**src/rtl/scan_chain_ctrl.sv**
```systemverilog
// Scan chain controller: captures, shifts (MSB first, two-phase clk1/clk2) and updates a serial chain.
// Optional running parity of the shifted-out bits is built only when SCAN_CTRL_PARITY_EN is defined.
`timescale 1ns/1ps
module scan_chain_ctrl #(
    parameter int NUM_SCAN_BITS = 523
) (
    input  logic                     clk,
    input  logic                     rst,
    input  logic                     cmd_valid,
    output logic                     cmd_ready,
    input  logic [1:0]               cmd_op,
    input  logic [NUM_SCAN_BITS-1:0] wr_data,
    input  logic                     abort,
    output logic [NUM_SCAN_BITS-1:0] rd_data,
    output logic                     rd_valid,
    output logic                     rd_parity,
    output logic                     sc_clk1,
    output logic                     sc_clk2,
    output logic                     sc_scan_in,
    output logic                     sc_update,
    output logic                     sc_capture,
    input  logic                     sc_scan_out
);

    localparam int CNT_W = (NUM_SCAN_BITS > 1) ? $clog2(NUM_SCAN_BITS) : 1;
    localparam logic [CNT_W-1:0] LAST_BIT = CNT_W'(NUM_SCAN_BITS - 1);

    localparam logic [2:0] S_IDLE  = 3'd0;
    localparam logic [2:0] S_CAPT  = 3'd1;
    localparam logic [2:0] S_SHIFT = 3'd2;
    localparam logic [2:0] S_UPDT  = 3'd3;
    localparam logic [2:0] S_DONE  = 3'd4;

    logic [2:0]               state_q, state_d;
    logic [1:0]               phase_q;
    logic [CNT_W-1:0]         bit_cnt_q;
    logic                     upd_q;
    logic                     samp_q;
    logic [NUM_SCAN_BITS-1:0] shreg_q;
    logic [NUM_SCAN_BITS-1:0] shreg_shift;
    logic                     accept;
    logic                     slot_end;
    logic                     last_bit;
    logic                     load_rd;
    logic                     in_slot;

    assign cmd_ready   = (state_q == S_IDLE);
    assign accept      = cmd_valid && cmd_ready && !abort;
    assign slot_end    = (phase_q == 2'd3);
    assign last_bit    = (bit_cnt_q == LAST_BIT);
    // One register serves both directions: the MSB drives the chain, the bit
    // sampled at k0 enters at the LSB when the slot ends.
    assign shreg_shift = {shreg_q[NUM_SCAN_BITS-2:0], samp_q};
    assign load_rd     = (state_d == S_DONE) && (state_q != S_DONE);

    always_comb begin
        state_d = state_q;
        case (state_q)
            S_IDLE:  if (accept) state_d = cmd_op[0] ? S_CAPT : S_SHIFT;
            S_CAPT:  if (slot_end) state_d = S_SHIFT;
            S_SHIFT: if (slot_end && last_bit) state_d = upd_q ? S_UPDT : S_DONE;
            S_UPDT:  if (phase_q[0]) state_d = S_DONE;
            S_DONE:  state_d = S_IDLE;
            default: state_d = S_IDLE;
        endcase
        if (abort && (state_q != S_IDLE)) state_d = S_IDLE;
    end

    always_ff @(posedge clk) begin
        if (rst) begin
            state_q   <= S_IDLE;
            phase_q   <= 2'd0;
            bit_cnt_q <= '0;
            rd_data   <= '0;
        end else begin
            state_q <= state_d;
            if ((state_q != S_IDLE) &&
                (state_d == S_CAPT || state_d == S_SHIFT || state_d == S_UPDT))
                phase_q <= phase_q + 2'd1;
            else
                phase_q <= 2'd0;
            if (accept)
                bit_cnt_q <= '0;
            else if ((state_q == S_SHIFT) && slot_end)
                bit_cnt_q <= last_bit ? '0 : bit_cnt_q + 1'b1;
            if (load_rd)
                rd_data <= (state_q == S_SHIFT) ? shreg_shift : shreg_q;
        end
    end

    always_ff @(posedge clk) begin
        if (accept) begin
            shreg_q <= wr_data;
            upd_q   <= cmd_op[1];
        end else if (state_q == S_SHIFT) begin
            if (phase_q == 2'd0) samp_q  <= sc_scan_out;
            if (slot_end)        shreg_q <= shreg_shift;
        end
    end

`ifdef SCAN_CTRL_PARITY_EN
    logic par_q;

    always_ff @(posedge clk) begin
        if (rst || accept)
            par_q <= 1'b0;
        else if ((state_q == S_SHIFT) && (phase_q == 2'd0))
            par_q <= par_q ^ sc_scan_out;
    end

    assign rd_parity = par_q;
`else
    assign rd_parity = 1'b0;
`endif

    assign in_slot    = (state_q == S_CAPT) || (state_q == S_SHIFT);
    assign sc_clk1    = in_slot && (phase_q == 2'd1);
    assign sc_clk2    = in_slot && (phase_q == 2'd3);
    assign sc_capture = (state_q == S_CAPT);
    assign sc_update  = (state_q == S_UPDT);
    assign sc_scan_in = (state_q == S_SHIFT) && shreg_q[NUM_SCAN_BITS-1];
    assign rd_valid   = (state_q == S_DONE);

endmodule

```
**config.mk**
```make
export PLATFORM = sky130hd
export DESIGN_NAME = scan_chain_ctrl
export DESIGN_NICKNAME = d
export VERILOG_FILES = /design/src/rtl/scan_chain_ctrl.sv
export SDC_FILE = /design/constraint.sdc
export NUM_CORES = 2
export LEC_CHECK = 0
export BUFFER_PORTS_ARGS = -buffer_cell sky130_fd_sc_hd__clkbuf_2
export CAP_MARGIN = 20
export CORE_AREA = 2 2 415 417
export CTS_CLUSTER_SIZE = 10
export DETAILED_ROUTE_END_ITERATION = 8
export DIE_AREA = 0 0 417 419
export GPL_ROUTABILITY_DRIVEN = 0
export SLEW_MARGIN = 20
export SYNTH_ARGS = -nofsm -noshare
export SYNTH_HDL_FRONTEND = slang
export SYNTH_SLANG_ARGS = --single-unit
```
**constraint.sdc**
```tcl
create_clock -name clk -period 15.85 [get_ports clk]
set_input_delay 2.3775 -clock clk [delete_from_list [all_inputs] [get_ports clk]]
set_output_delay 2.3775 -clock clk [all_outputs]
set_load 0.03 [all_outputs]
```
==> key figures <==
Clock network
  • Num CTS Buffers: 131
  • CTS tree: done
  • Worst skew pair latency: ~0.8 ns
  • Hold-fix buffers at CTS: 0
  • H-Tree Depth: 4
  • CTS max path bufs: 3
  • Post-CTS sizing: 0
  • Reg clk slew, reported paths: 0.05 ns
  • CTS sink cnt: approximately 1100
  • Post-CTS Setup Inserts: 0
  • Root Buffer: clkbuf_16

Power
  • LEAKAGE: 22.6 nW
  • Peak VDD IR: about 0.00011 V
  • Overall power: between 6 and 7 mW
  • Power per cell area: roughly 110 nW/um^2

Finish
  • Filler cells: approximately 17000
  • Commonest non-fill, non-tap cells in the layout: nand2_1, clkbuf_2, dfxtp_1
  • Most common cell after layout, fill and taps aside: nand2_1
  • Nets: about 6100
  • Synthesis-to-finish area growth: 23.8%
  • Share of cells above drive strength 1: 0.244
  • Fin cells: about 7900

STA
  • Worst-Margin Slew: between 1 and 1.5 ns
  • Sum Neg Setup Slack: 0 ns
  • Worst Clk Skew: slightly above 0.04 ns
  • Max Slew Vio Count: 0
  • Crit path time final: ~5.7 ns
  • Hold WS: 0.495 ns
  • Period utilization: 0.362
  • Final worst slack: a little over 10 ns
  • Relative slew margins: 0.292
  • Setup violators final: 0
  • RSZ-0062 raised after global routing: false
  • Max Freq: approximately 170 MHz
  • Final Hold Fails: 0

Placed design
  • I/O Buffers: about 1100
  • Hpwl dp: ~120000 um
  • Place WS: 9.35 ns
  • Placed Cells: 7625

Global routing
  • First-pass GRT wire length: approximately 230000 um
  • GRT Residual Overflow: 0
  • Largest net degree at the start of global routing: roughly 210
  • Vias in the first global route: between 30000 and 40000
  • Total track usage: 0.178
  • Initial antenna violation count: 30

Logic synthesis
  • Distinct cell type count of the synthesized netlist: 43
  • Mapped Area: 46300 um^2
  • Ys flop type: dfxtp_1
  • Post-synthesis sequential area ratio: 0.574
  • Syn nets: 5178
  • Synth Register Bits: approximately 1100
  • Yosys Warn Count: 0
  • Synth Instances: around 4600
  • Post-synth ARST share: 0
  • Avg Synthesized Cell Area: ~10 um^2
  • EDFF count, synth: about 530

Route
  • Violation count after the first detailed-routing iteration: ~2800
  • WL per Instance: ~21 um
  • DR DRC count: 0
  • Final ANT Viol Nets: 0
  • DR vias/cell: 4.76
  • Wirelength, routed: about 160000 um
  • Via count: 37500
  • Pre-antenna DRT Iters: 7

Worst setup path
  • Worst Path Required: around 16 ns
  • R2R setup slack: between 10 and 15 ns
  • Data arrival time of the worst path: 6.37 ns
  • CP startpoint kind: input port
  • Worst setup EP type: register
  • CP max FO: about 150
  • Setup CP Type: in2reg

Die
  • Die Y: between 400 and 500 um
  • Top Ports: 1061
  • Core area: about 170000 um^2
  • # rows: about 150
  • Die width: 417 um
  • Die Area: between 150000 and 200000 um^2
  • Starting Density: 0.271

Min path
  • Hold Crit Class: reg2reg

Status
  • Status: finished, final reports clean

Run
  • Max Cap Violations: 0
[critical path, stage by stage]
cell and delay [ns]:
clkbuf_2 0.14, nand3b_1 0.22, buf_12 0.29, inv_8 0.63, buf_4 0.63, buf_4 0.62
buf_4 0.84, nand2_1 0.15, nand2_1 0.09
[metal layers]
metal / track usage / part of all wire
met3: 0.0468 / 0.070
met4: 0.0776 / 0.042
met2: 0.292 / 0.48
met5: 0 / 0.00090
met1: 0.220 / 0.41
[kinds of logic (layout without fill, tap and decap cells)]
kind of cell	Yosys count	in the layout	share of synthesized area
AOI/OAI and AO/OA	537	537	0.0983
DFF	1063	1063	0.574
muxes	523	523	0.113
other	1	19	0.0000811
xor gates and xnor gates	9	9	0.00170
buffers and inverters	360	1346	0.0350
adders and majority gates	5	5	0.00135
and+or+nand+nor	2145	2145	0.177
[power breakdown]
part	total, mW	internal [mW]	switching (mW)
clock network	2.85	1.65	1.20
logic	0.540	0.190	0.351
registers	3.09	3.01	0.0758
[path summary, 6_finish.rpt]
kind,from,end,depth (start not counted)
worst max-delay path,abort,shreg_q[269],9
worst min-delay path,rd_data[179],rd_data[179],2
worst max register to register,bit_cnt_q[0],rd_data[299],10
worst min register to register,rd_data[179],rd_data[179],2
[Yosys cell counts (2+ instances only)]
library cell | number | share of area
nand2_1 | 1574 | 0.13
dfxtp_1 | 538 | 0.23
nor2_1 | 537 | 0.044
edfxtp_1 | 525 | 0.34
mux2i_1 | 523 | 0.11
a211oi_1 | 417 | 0.068
clkbuf_1 | 226 | 0.018
a211oi_2 | 106 | 0.029
buf_2 | 96 | 0.010
buf_4 | 17 | 0.0028
buf_6 | 11 | 0.0027
a21oi_1 | 8 | 0.00087
xor2_1 | 7 | 0.0013
nor3_1 | 6 | 0.00065
ha_1 | 5 | 0.0014
inv_1 | 5 | 0.00041
and2_1 | 4 | 0.00054
buf_1 | 4 | 0.00032
nand4_1 | 4 | 0.00054
nand3b_1 | 3 | 0.00049
and4_1 | 2 | 0.00038
nand3_1 | 2 | 0.00022
nor2b_1 | 2 | 0.00027
xnor2_1 | 2 | 0.00038
[flip-flops by register name, indices dropped and copies added, names as in the netlist]
signal	cells
rd_data	523
shreg_q	523
bit_cnt_q	10
state_q	3
phase_q	2
samp_q	1
upd_q	1
[cell type report]
cell class	count	area, um^2	share of cell area
Sequential cell	1063	26500	0.463
Multi-Input combinational cell	3220	18100	0.317
Timing Repair Buffer	1103	5750	0.100
Clock buffer	216	3750	0.0655
Tap cell	2233	2790	0.0488
Clock inverter	21	239	0.00417
Antenna cell	18	45.0	0.000786
Inverter	6	30.0	0.000524
[through the flow]
stage	cell area (um^2)	util
after detailed placement	53200	0.312
after global placement	53200	0.312
final	57300	0.336
after floorplan	46300	-
after global routing	57300	0.336
after CTS	57200	0.335
No activity file was read; power rests on OpenSTA's default activity.
